==> src/rtl/conv_frame_ctrl_pkg.sv <==
// conv_pkg: shared state encoding, default pixel width and counter-width helper
// for the conv_frame_ctrl frame sequencer.
package conv_pkg;

  typedef enum logic [2:0] {
    IDLE,
    CLEAR,
    RUN,
    FLUSH,
    DRAIN
  } conv_state_e;

  localparam int PIX_W_DEF = 4;

  // Bits needed to hold the values 0..n-1 (never less than one bit).
  function automatic int cnt_w(input int n);
    return (n <= 2) ? 1 : $clog2(n);
  endfunction

endpackage

==> src/rtl/conv_frame_ctrl_if.sv <==
// conv_frame_ctrl_if: upstream (s_*) and downstream (m_*) pixel streams of the
// frame sequencer. The master modport is the sequencer's view, slave is the
// surrounding system's view.
interface conv_frame_ctrl_if #(
  parameter int PIX_W = conv_pkg::PIX_W_DEF
);
  logic [PIX_W-1:0] s_data;
  logic             s_valid;
  logic             s_ready;
  logic [PIX_W-1:0] m_data;
  logic             m_valid;
  logic             m_ready;
  logic             m_sof;
  logic             m_eol;
  logic             m_eof;

  modport master (
    input  s_data, s_valid, m_ready,
    output s_ready, m_data, m_valid, m_sof, m_eol, m_eof
  );

  modport slave (
    output s_data, s_valid, m_ready,
    input  s_ready, m_data, m_valid, m_sof, m_eol, m_eof
  );
endinterface

==> src/rtl/conv_frame_ctrl_pos_counter.sv <==
// conv_pos_counter: position counter advancing once per enable. Tracks a column
// that wraps at W-1, a row that advances on each wrap, and a plain linear index.
// i_clr holds the counter at zero.
module conv_pos_counter
  import conv_pkg::*;
#(
  parameter int W     = 640,
  parameter int H     = 480,
  parameter int LIN_N = H * W + W + 1
) (
  input  logic                      clk,
  input  logic                      rst,
  input  logic                      i_clr,
  input  logic                      i_en,
  output logic [cnt_w(W)-1:0]       o_col,
  output logic [cnt_w(H+2)-1:0]     o_row,
  output logic [cnt_w(LIN_N)-1:0]   o_lin,
  output logic                      o_col_last,
  output logic                      o_row_last
);
  localparam int CW = cnt_w(W);
  localparam int RW = cnt_w(H + 2);
  localparam int LW = cnt_w(LIN_N);

  logic [CW-1:0] r_col;
  logic [RW-1:0] r_row;
  logic [LW-1:0] r_lin;
  logic          w_col_last;

  assign w_col_last = (r_col == CW'(W - 1));

  // Advance column/row/linear position on each enabled step.
  always_ff @(posedge clk) begin
    if (rst || i_clr) begin
      r_col <= '0;
      r_row <= '0;
      r_lin <= '0;
    end else if (i_en) begin
      r_lin <= r_lin + 1'b1;
      if (w_col_last) begin
        r_col <= '0;
        r_row <= r_row + 1'b1;
      end else begin
        r_col <= r_col + 1'b1;
      end
    end
  end

  assign o_col      = r_col;
  assign o_row      = r_row;
  assign o_lin      = r_lin;
  assign o_col_last = w_col_last;
  assign o_row_last = (r_row == RW'(H - 1));
endmodule

==> src/rtl/conv_frame_ctrl.sv <==
// conv_frame_ctrl: frame sequencer for the streaming 3x3 blur filter.
// Accepts one frame of pixels, steps the filter, injects IMG_W+1 zero flush
// pixels at frame end and registers the filter output into a downstream
// stream tagged with SOF/EOL/EOF.
// Optional feature macro: CONV_FRAME_CNT_EN enables the completed-frame counter.
module conv_frame_ctrl
  import conv_pkg::*;
#(
  parameter int IMG_W = 640,
  parameter int IMG_H = 480,
  parameter int PIX_W = PIX_W_DEF
) (
  input  logic                clk,
  input  logic                rst,
  input  logic                i_start,
  output logic                o_busy,
  output logic                o_done,
  conv_frame_ctrl_if.master   bus,
  output logic [PIX_W-1:0]    o_filt_pixel_in,
  output logic                o_filt_en,
  output logic                o_filt_rst,
  input  logic [PIX_W-1:0]    i_filt_pixel_out,
  output logic [15:0]         o_frame_cnt
);
  localparam int LIN_N = IMG_H * IMG_W + IMG_W + 1;
  localparam int LW    = cnt_w(LIN_N);
  localparam int CW    = cnt_w(IMG_W);
  localparam int RW    = cnt_w(IMG_H + 2);

  // Step index thresholds: first step with a valid window centre, last real
  // input, last flush injection.
  localparam logic [LW-1:0] L_PEND       = LW'(IMG_W + 1);
  localparam logic [LW-1:0] L_RUN_LAST   = LW'(IMG_H * IMG_W - 1);
  localparam logic [LW-1:0] L_FLUSH_LAST = LW'(IMG_H * IMG_W + IMG_W);

  conv_state_e      r_state;
  logic             r_pend;
  logic             r_m_valid;
  logic [PIX_W-1:0] r_m_data;
  logic             r_sof;
  logic             r_eol;
  logic             r_eof;
  logic             r_done;
  logic             r_filt_rst;

  logic             w_stall;
  logic             w_s_ready;
  logic             w_filt_en;
  logic             w_capture;
  logic             w_pend_set;
  logic             w_idle;

  logic [CW-1:0]    w_in_col;
  logic [RW-1:0]    w_in_row;
  logic [LW-1:0]    w_in_lin;
  logic             w_in_col_last;
  logic             w_in_row_last;
  logic [CW-1:0]    w_out_col;
  logic [RW-1:0]    w_out_row;
  logic [LW-1:0]    w_out_lin;
  logic             w_out_col_last;
  logic             w_out_row_last;
  logic             w_unused;

  // A pending result that cannot leave the output register blocks the filter.
  assign w_stall    = r_pend & r_m_valid & ~bus.m_ready;
  assign w_s_ready  = (r_state == RUN) & ~w_stall;
  assign w_filt_en  = (r_state == RUN)   ? (bus.s_valid & w_s_ready) :
                      (r_state == FLUSH) ? ~w_stall : 1'b0;
  assign w_capture  = r_pend & (~r_m_valid | bus.m_ready);
  assign w_pend_set = w_filt_en & (w_in_lin >= L_PEND);
  assign w_idle     = (r_state == IDLE);

  conv_pos_counter #(.W(IMG_W), .H(IMG_H), .LIN_N(LIN_N)) u_in_pos (
    .clk        (clk),
    .rst        (rst),
    .i_clr      (w_idle),
    .i_en       (w_filt_en),
    .o_col      (w_in_col),
    .o_row      (w_in_row),
    .o_lin      (w_in_lin),
    .o_col_last (w_in_col_last),
    .o_row_last (w_in_row_last)
  );

  conv_pos_counter #(.W(IMG_W), .H(IMG_H), .LIN_N(LIN_N)) u_out_pos (
    .clk        (clk),
    .rst        (rst),
    .i_clr      (w_idle),
    .i_en       (w_capture),
    .o_col      (w_out_col),
    .o_row      (w_out_row),
    .o_lin      (w_out_lin),
    .o_col_last (w_out_col_last),
    .o_row_last (w_out_row_last)
  );

  // Input-side position is only needed as a linear index.
  assign w_unused = ^{w_in_col, w_in_row, w_in_col_last, w_in_row_last, w_out_lin};

  // Frame FSM plus pending-result tracking and downstream output register.
  always_ff @(posedge clk) begin
    if (rst) begin
      r_state    <= IDLE;
      r_pend     <= 1'b0;
      r_m_valid  <= 1'b0;
      r_m_data   <= '0;
      r_sof      <= 1'b0;
      r_eol      <= 1'b0;
      r_eof      <= 1'b0;
      r_done     <= 1'b0;
      r_filt_rst <= 1'b1;
    end else begin
      r_done     <= 1'b0;
      r_filt_rst <= 1'b0;
      r_pend     <= w_pend_set | (r_pend & ~w_capture);

      if (w_capture) begin
        r_m_valid <= 1'b1;
        r_m_data  <= i_filt_pixel_out;
        r_sof     <= (w_out_col == '0) && (w_out_row == '0);
        r_eol     <= w_out_col_last;
        r_eof     <= w_out_col_last & w_out_row_last;
      end else if (r_m_valid && bus.m_ready) begin
        r_m_valid <= 1'b0;
        r_sof     <= 1'b0;
        r_eol     <= 1'b0;
        r_eof     <= 1'b0;
      end

      case (r_state)
        IDLE: begin
          if (i_start) begin
            r_state    <= CLEAR;
            r_filt_rst <= 1'b1;
          end
        end
        CLEAR: r_state <= RUN;
        RUN: begin
          if (w_filt_en && (w_in_lin == L_RUN_LAST)) r_state <= FLUSH;
        end
        FLUSH: begin
          if (w_filt_en && (w_in_lin == L_FLUSH_LAST)) r_state <= DRAIN;
        end
        DRAIN: begin
          if (!r_pend && r_m_valid && bus.m_ready && r_eof) begin
            r_state <= IDLE;
            r_done  <= 1'b1;
          end
        end
        default: r_state <= IDLE;
      endcase
    end
  end

`ifdef CONV_FRAME_CNT_EN
  logic [15:0] r_frame_cnt;

  // Count completed frames, wrapping at 16 bits.
  always_ff @(posedge clk) begin
    if (rst) r_frame_cnt <= '0;
    else if (r_done) r_frame_cnt <= r_frame_cnt + 16'd1;
  end

  assign o_frame_cnt = r_frame_cnt;
`else
  assign o_frame_cnt = '0;
`endif

  assign o_busy          = (r_state != IDLE);
  assign o_done          = r_done;
  assign o_filt_rst      = r_filt_rst;
  assign o_filt_en       = w_filt_en;
  assign o_filt_pixel_in = (r_state == RUN) ? bus.s_data : '0;
  assign bus.s_ready     = w_s_ready;
  assign bus.m_data      = r_m_data;
  assign bus.m_valid     = r_m_valid;
  assign bus.m_sof       = r_sof;
  assign bus.m_eol       = r_eol;
  assign bus.m_eof       = r_eof;
endmodule
==> src/flat_wrapper.sv <==
// flat-port wrapper written by rule: the top's interface ports become plain ports
module conv_frame_ctrl_flat import conv_pkg::*;
#(
  parameter int IMG_W = 640,
  parameter int IMG_H = 480,
  parameter int PIX_W = PIX_W_DEF
)
  (clk, rst, i_start, o_busy, o_done, o_filt_pixel_in, o_filt_en, o_filt_rst, i_filt_pixel_out, o_frame_cnt, bus_s_data, bus_s_valid, bus_m_ready, bus_s_ready, bus_m_data, bus_m_valid, bus_m_sof, bus_m_eol, bus_m_eof);
  conv_frame_ctrl_if #(.PIX_W(PIX_W)) bus_i ();
  input  logic clk;
  input  logic rst;
  input  logic i_start;
  output logic o_busy;
  output logic o_done;
  output logic [PIX_W-1:0] o_filt_pixel_in;
  output logic o_filt_en;
  output logic o_filt_rst;
  input  logic [PIX_W-1:0] i_filt_pixel_out;
  output logic [15:0] o_frame_cnt;
  input wire logic [$bits(bus_i.s_data)-1:0] bus_s_data;
  input wire logic [$bits(bus_i.s_valid)-1:0] bus_s_valid;
  input wire logic [$bits(bus_i.m_ready)-1:0] bus_m_ready;
  output wire logic [$bits(bus_i.s_ready)-1:0] bus_s_ready;
  output wire logic [$bits(bus_i.m_data)-1:0] bus_m_data;
  output wire logic [$bits(bus_i.m_valid)-1:0] bus_m_valid;
  output wire logic [$bits(bus_i.m_sof)-1:0] bus_m_sof;
  output wire logic [$bits(bus_i.m_eol)-1:0] bus_m_eol;
  output wire logic [$bits(bus_i.m_eof)-1:0] bus_m_eof;
  assign bus_i.s_data = bus_s_data;
  assign bus_i.s_valid = bus_s_valid;
  assign bus_i.m_ready = bus_m_ready;
  assign bus_s_ready = bus_i.s_ready;
  assign bus_m_data = bus_i.m_data;
  assign bus_m_valid = bus_i.m_valid;
  assign bus_m_sof = bus_i.m_sof;
  assign bus_m_eol = bus_i.m_eol;
  assign bus_m_eof = bus_i.m_eof;
  conv_frame_ctrl #(.IMG_W(IMG_W), .IMG_H(IMG_H), .PIX_W(PIX_W)) u_core (.clk(clk), .rst(rst), .i_start(i_start), .o_busy(o_busy), .o_done(o_done), .bus(bus_i), .o_filt_pixel_in(o_filt_pixel_in), .o_filt_en(o_filt_en), .o_filt_rst(o_filt_rst), .i_filt_pixel_out(i_filt_pixel_out), .o_frame_cnt(o_frame_cnt));
endmodule
==> config.mk <==
export PLATFORM = sky130hd
export DESIGN_NAME = conv_frame_ctrl_flat
export DESIGN_NICKNAME = d
export VERILOG_FILES = /design/src/rtl/conv_frame_ctrl_pkg.sv /design/src/rtl/conv_frame_ctrl_if.sv /design/src/rtl/conv_frame_ctrl_pos_counter.sv /design/src/rtl/conv_frame_ctrl.sv /design/src/flat_wrapper.sv
export SDC_FILE = /design/constraint.sdc
export NUM_CORES = 1
export LEC_CHECK = 0
export ABC_AREA = 0
export ABC_CLOCK_PERIOD_IN_PS = 1630
export CAP_MARGIN = 20
export CORE_UTILIZATION = 35
export CTS_BUF_LIST = sky130_fd_sc_hd__clkbuf_8
export DETAILED_ROUTE_END_ITERATION = 12
export GPL_TIMING_DRIVEN = 0
export SLEW_MARGIN = 40
export SYNTH_ARGS = -nofsm -noshare
export SYNTH_HDL_FRONTEND = slang
export SYNTH_SLANG_ARGS = --single-unit
==> constraint.sdc <==
create_clock -name clk -period 1.63 [get_ports clk]
set_input_delay 0.326 -clock clk [delete_from_list [all_inputs] [get_ports clk]]
set_output_delay 0.326 -clock clk [all_outputs]
set_load 0.1 [all_outputs]
; Yosys cells after proc, flatten, opt, wreduce, memory -nomap -nowiden
; Cells that the tools add are included.
[totals]
elab_cells = 77
ramBits = 0
romBits = 0
reg_bits = 52
latch_bits = 0
mem_count = 0
in_bits = 13
[classes]
magnitude_cmp = 1
reduce_logical = 17
muxes = 17
n_bitwise = 15
n_mul = 0
n_eq_ne = 12
div = 0
n_addsub = 3
n_shift = 0
[op_table]
columns = op, n
row1 = $eq A19 B19 Y1 const B, 2
row2 = $add A19 B1 Y19 const B, 1
row3 = $ge A19 B10 Y1 const B, 1
row4 = $pmux W3 S5, 1
row5 = $mux W3, 4
row6 = $add A10 B1 Y10 const B, 1
row7 = $eq A10 B10 Y1 const B, 1
row8 = $logic_not A10 Y1, 1
row9 = $mux W1, 10
row10 = $mux W10, 1
row11 = $add A9 B1 Y9 const B, 1
row12 = $eq A9 B9 Y1 const B, 1
row13 = $logic_not A9 Y1, 1
row14 = $and A1 B1 Y1, 8
row15 = $logic_and A1 B1 Y1, 7
row16 = $eq A3 B2 Y1 const B, 2
row17 = $ne A2 B2 Y1 const B, 3
row18 = $not A1 Y1, 5
row19 = $mux W4, 1
row20 = $reduce_and A4 Y1, 1
row21 = $eq A3 B1 Y1 const B, 1
row22 = $eq A3 B3 Y1 const B, 1
row23 = $logic_not A3 Y1, 1
row24 = $reduce_bool A3 Y1, 1
row25 = 7 further kinds, 8

; Depth between registers and ports, before layout
[depth]
depth_word = 9
depth_mapped = 7
depth_no_buf = 6

; By module
; Synthesis repeated with hierarchy kept, for this count alone.
[hier_totals]
hier_cells = 506
hier_area_um2 = 4491.8
[by_module_without_submodules]
columns = mod, cells_per_inst, seq_area_each_um2, area_each_um2, instances
row1 = conv_pos_counter, 197, 760.7, 1788.0, 2
row2 = conv_frame_ctrl, 112, 280.3, 915.9, 1

; Worst setup path after synthesis
; Ideal clock, no wire load.
[synth_timing]
kind = register to register
start = register u_core.r_m_valid (netlist: u_core.bus.m_valid)
end = register u_core.u_in_pos.r_lin[1] (netlist: u_core.u_in_pos.o_lin[1])
setup_time_ps = 128
synth_period_minus_slack_ps = 3955
slack_ps = -2325
arrival_time_ps = 3828
stages_incl_launch_ff = 6
required_time_ps = 1502
n_path_buf = 1
path_cell_list = dfxtp_1 > and3b_1 > clkbuf_1 > nor3_1 > mux2i_1 > nor2_1
[synth_via]
elab_chain_len = 6
elab_cells_between_ends = 7
cone_classes = 2 x mux / 5 x bitwise
[synth_rtl]
columns = item, line_no
row1 = from (decl), conv_frame_ctrl.sv:38  ; logic r_m_valid;
row2 = from (signal assigned), conv_frame_ctrl.sv:106  ; r_m_valid <= 1'b0;
row3 = from (signal assigned), conv_frame_ctrl.sv:119  ; r_m_valid <= 1'b1;
row4 = from (signal assigned), conv_frame_ctrl.sv:125  ; r_m_valid <= 1'b0;
row5 = $and A1 B1 Y1 (*) (2 in series), conv_frame_ctrl.sv:66  ; assign w_stall = r_pend & r_m_valid & ~bus.m_ready;
row6 = $not A1 Y1 (*), "conv_frame_ctrl.sv:67, conv_frame_ctrl.sv:69"
row7 = $and A1 B1 Y1, conv_frame_ctrl.sv:67  ; assign w_s_ready = (r_state == RUN) & ~w_stall;
row8 = $and A1 B1 Y1, conv_frame_ctrl.sv:68  ; assign w_filt_en = (r_state == RUN) ? (bus.s_valid & w_s_ready) :
row9 = $mux W1 (*), conv_frame_ctrl.sv:68
row10 = via o_filt_en, flat_wrapper.sv:16  ; output logic o_filt_en;
row11 = to (signal assigned), conv_frame_ctrl_pos_counter.sv:39  ; r_lin <= r_lin + 1'b1;
row12 = to (decl), conv_frame_ctrl_pos_counter.sv:27  ; logic [LW-1:0] r_lin;
; The timed path passes the listed nets; every way through them passes the cells marked *.
; A chain may end at the register's enable or synchronous reset.

; Worst setup path in the final report
[layout_timing]
start = register u_core.r_m_valid (netlist: u_core.bus.m_valid)
end = output o_filt_en
[layout_via]
elab_chain_len = 6
elab_cells_between_ends = 7
cone_classes = 2 x mux / 5 x bitwise
[layout_rtl]
columns = item, line_no
row1 = $and A1 B1 Y1 (*) (2 in series), conv_frame_ctrl.sv:66
row2 = $not A1 Y1 (*), "conv_frame_ctrl.sv:67, conv_frame_ctrl.sv:69"
row3 = $and A1 B1 Y1, conv_frame_ctrl.sv:67
row4 = $and A1 B1 Y1, conv_frame_ctrl.sv:68
row5 = $mux W1 (*), conv_frame_ctrl.sv:68
row6 = to (decl), flat_wrapper.sv:16
; Every way passes the cells marked *; elsewhere a longest branch is shown, timed or not.

==> results.json <==
{
  "status": "finished with violations",
  "failed_checks": "negative setup slack",
  "final_common_cell": "buf_4",
  "nets": 450,
  "dpl.cell_count": 500,
  "leakage_nw": 1.45,
  "drv_slew": 0,
  "cp.arrival_ns": 1.35,
  "core_area_sq_mm": 0.00781,
  "ios": 46,
  "yosys_warnings": 0,
  "maxSlewHeadroom": 0.667,
  "min_path_type": "flip-flop to flip-flop",
  "layout_common_cells": "buf_4 (42), nand2_1 (34), dfxtp_1 (25), nor2_1 (21), nand3_1 (20)",
  "insertion_delay_ns": 0.32,
  "hpwl_um": 5120,
  "cap_viol_max_count": 0,
  "synthCells": 354,
  "rsz0062_at_grt": "true",
  "diodes": 0,
  "chipWidth_um": 92.3,
  "die_y_um": 92.3,
  "top_layer": "met4",
  "clk_path_buf_depth": 2,
  "via_per_inst": 5.29,
  "dieArea_sq_mm": 0.00852,
  "htree_levels": 2,
  "wl_per_cell_um": 15.0,
  "numCtsBuffers": 5,
  "drt_iter0_drc": 119,
  "drive_above_1_share": 0.374,
  "post-route-util": 0.526,
  "start_util": 0.365,
  "track_usage": 0.191,
  "pwr_density_cell_mw_per_mm2": 631,
  "finalWorstSetupSlack_ns": -0.0460,
  "grt_max_degree": 17,
  "wl_um": 8020,
  "synth.distinct_cells": 43,
  "crit_type": "flip-flop to output port",
  "cts_root_buf": "clkbuf_8",
  "critPathRequiredTime_ns": 1.30,
  "route.met3.wl_um": 319,
  "ir_worst_vdd_mv": 0.310,
  "grt_first_pass_wirelength_um": 12900,
  "cts.sinks": 52,
  "grt_pass1_vias": 2674,
  "ys_seq_area_frac": 0.365,
  "drt.antenna.violating_nets": 0,
  "num_vias": 2820,
  "cts_tree": "yes",
  "pre_cts_ws_ns": -0.697,
  "finalSetupTns_ns": -0.180,
  "gp_congestion": 0.822,
  "port_buffers": 29,
  "areaGrowthSynthToFinish_pct": 44.0,
  "clock.fmax_mhz": 597,
  "antenna_found_initial": 0,
  "skew_ns": 0.0126,
  "first_pass_iters": 4,
  "ys_seq_elements": 52,
  "synth_edf_count": 0,
  "syn_area_per_cell_sq_um": 8.06,
  "start_kind": "flip-flop",
  "dr_wl_met2_um": 3850,
  "tightest_slew_ns": 0.495,
  "end_kind": "output port",
  "synth_ff_type": "dfxtp_1",
  "period_share": 1.03,
  "route.detailed.drc": 0,
  "clk_pin_slew_worst_paths_ns": 0.10,
  "setup_viol": 5,
  "grt-ovfl-total": 0,
  "critPathMaxFanout": 4,
  "hold_viol": 0,
  "num_rows": 32,
  "period_needed_ns": 1.68,
  "synthArstFlopShare": 0,
  "netlist_area_sq_mm": 0.00285,
  "instances_no_fill": 533,
  "wl_met1_um": 3780
}
-- power breakdown --
part / switching, mW / internal (mW) / leakage (nW) / total (mW)
sequential: 0.0102 / 1.26 / 0.436 / 1.27
combinational: 0.387 / 0.174 / 0.966 / 0.561
clock: 0.456 / 0.301 / 0.0497 / 0.758
-- path summary, 6_finish.rpt --
| check | slack (ns) | end | start | cells past startpoint |
|---|---|---|---|---|
| hold / removal | 0.46 | u_core.bus.m_eol$_SDFFE_PP0P_ | u_core.bus.m_eol$_SDFFE_PP0P_ | 2 |
| setup / recovery | -0.05 | o_filt_en | u_core.bus.m_valid$_SDFFE_PP0P_ | 3 |
| hold reg to reg | 0.46 | u_core.bus.m_eol$_SDFFE_PP0P_ | u_core.bus.m_eol$_SDFFE_PP0P_ | 2 |
| setup reg to reg | -0.04 | u_core.u_in_pos.o_lin[18]$_SDFFE_PP0P_ | u_core.u_in_pos.o_lin[8]$_SDFFE_PP0P_ | 5 |
-- sequential cells by signal (all words and copies together) (netlist names) --
signal / flops
u_core.bus.m_sof: 1
u_core.u_out_pos.o_col: 10
u_core.r_state: 3
u_core.bus.m_eol: 1
u_core.u_in_pos.o_lin: 19
u_core.u_out_pos.o_row: 9
u_core.r_pend: 1
u_core.bus.m_data: 4
u_core.o_done: 1
u_core.bus.m_eof: 1
u_core.bus.m_valid: 1
u_core.o_filt_rst: 1
-- area by class of cell --
type                    instances  area, sq um
fillers                       710         3700
multi-input cells             271         1980
flip-flops and latches         52         1100
repair buffers                 56          517
plain buffers                  31          244
well taps                     102          128
clock buffers                   5         68.8
inverters                      13         52.6
clock inverters                 3         17.5
-- cells in the mapped netlist (2+ instances only) --
library cell / instances / area share
dfxtp_1: 52 / 0.36
nand2_1: 35 / 0.046
nor2_1: 24 / 0.032
a21oi_1: 23 / 0.040
nand3_1: 23 / 0.040
buf_4: 16 / 0.042
clkbuf_1: 15 / 0.020
nor4_1: 15 / 0.033
inv_1: 13 / 0.017
or3_1: 13 / 0.029
nand4_1: 12 / 0.026
or4_1: 11 / 0.029
mux2i_1: 10 / 0.035
o31ai_1: 10 / 0.026
nor3_1: 8 / 0.014
and2_1: 7 / 0.015
and3_1: 7 / 0.015
ha_1: 7 / 0.031
o21ai_0: 7 / 0.012
xnor2_1: 7 / 0.021
and4_1: 4 / 0.012
xor2_1: 4 / 0.012
nand3b_1: 3 / 0.0079
a41o_1: 2 / 0.0070
and3b_1: 2 / 0.0061
nand2b_1: 2 / 0.0044
nor2b_1: 2 / 0.0044
nor3b_1: 2 / 0.0053
o21a_1: 2 / 0.0053
o21ai_1: 2 / 0.0035
o31a_1: 2 / 0.0061
-- metrics by stage --
| step | instance area, sq um | power [mW] | hold slack [ns] |
|---|---|---|---|
| global placement | 3380 | 1.78 | 0.443 |
| detailed placement | 3290 | 1.77 | 0.448 |
| finish | 4110 | 2.59 | 0.459 |
| global route | 4110 | 2.70 | 0.482 |
| floorplan | 2960 | 1.69 | 0.447 |
| CTS | 3750 | 2.60 | 0.462 |
-- cell families after synthesis --
group	share of synthesized area
other	0.00131
AOI/OAI and AO/OA	0.107
muxes	0.0351
DFF	0.365
xor gates and xnor gates	0.0338
adders and majority gates	0.0307
buffers and inverters	0.0864
and+or+nand+nor	0.341
-- per-layer routing --
layer	vias to the layer above	GRT usage
li1	1396	-
met3	5	0.0340
met2	76	0.321
met1	1343	0.245
met5	-	0
met4	0	0.0625
-- worst max-delay path, stage by stage, from the launching register on --
cell and delay, ns:
dfxtp_4 0.37, and3b_2 0.25, nor3_4 0.22, buf_12 0.20
-- timing repair --
action                     in CTS  in global routing
hold buffers                    0                  0
setup buffers                  16                 10
resized for setup              90                 70
pin swaps                      11                 16
cloned                          1                  1
hold endpoints to repair        0                  0
setup endpoints to repair      56                 48
(Power assumes the default switching activity.)
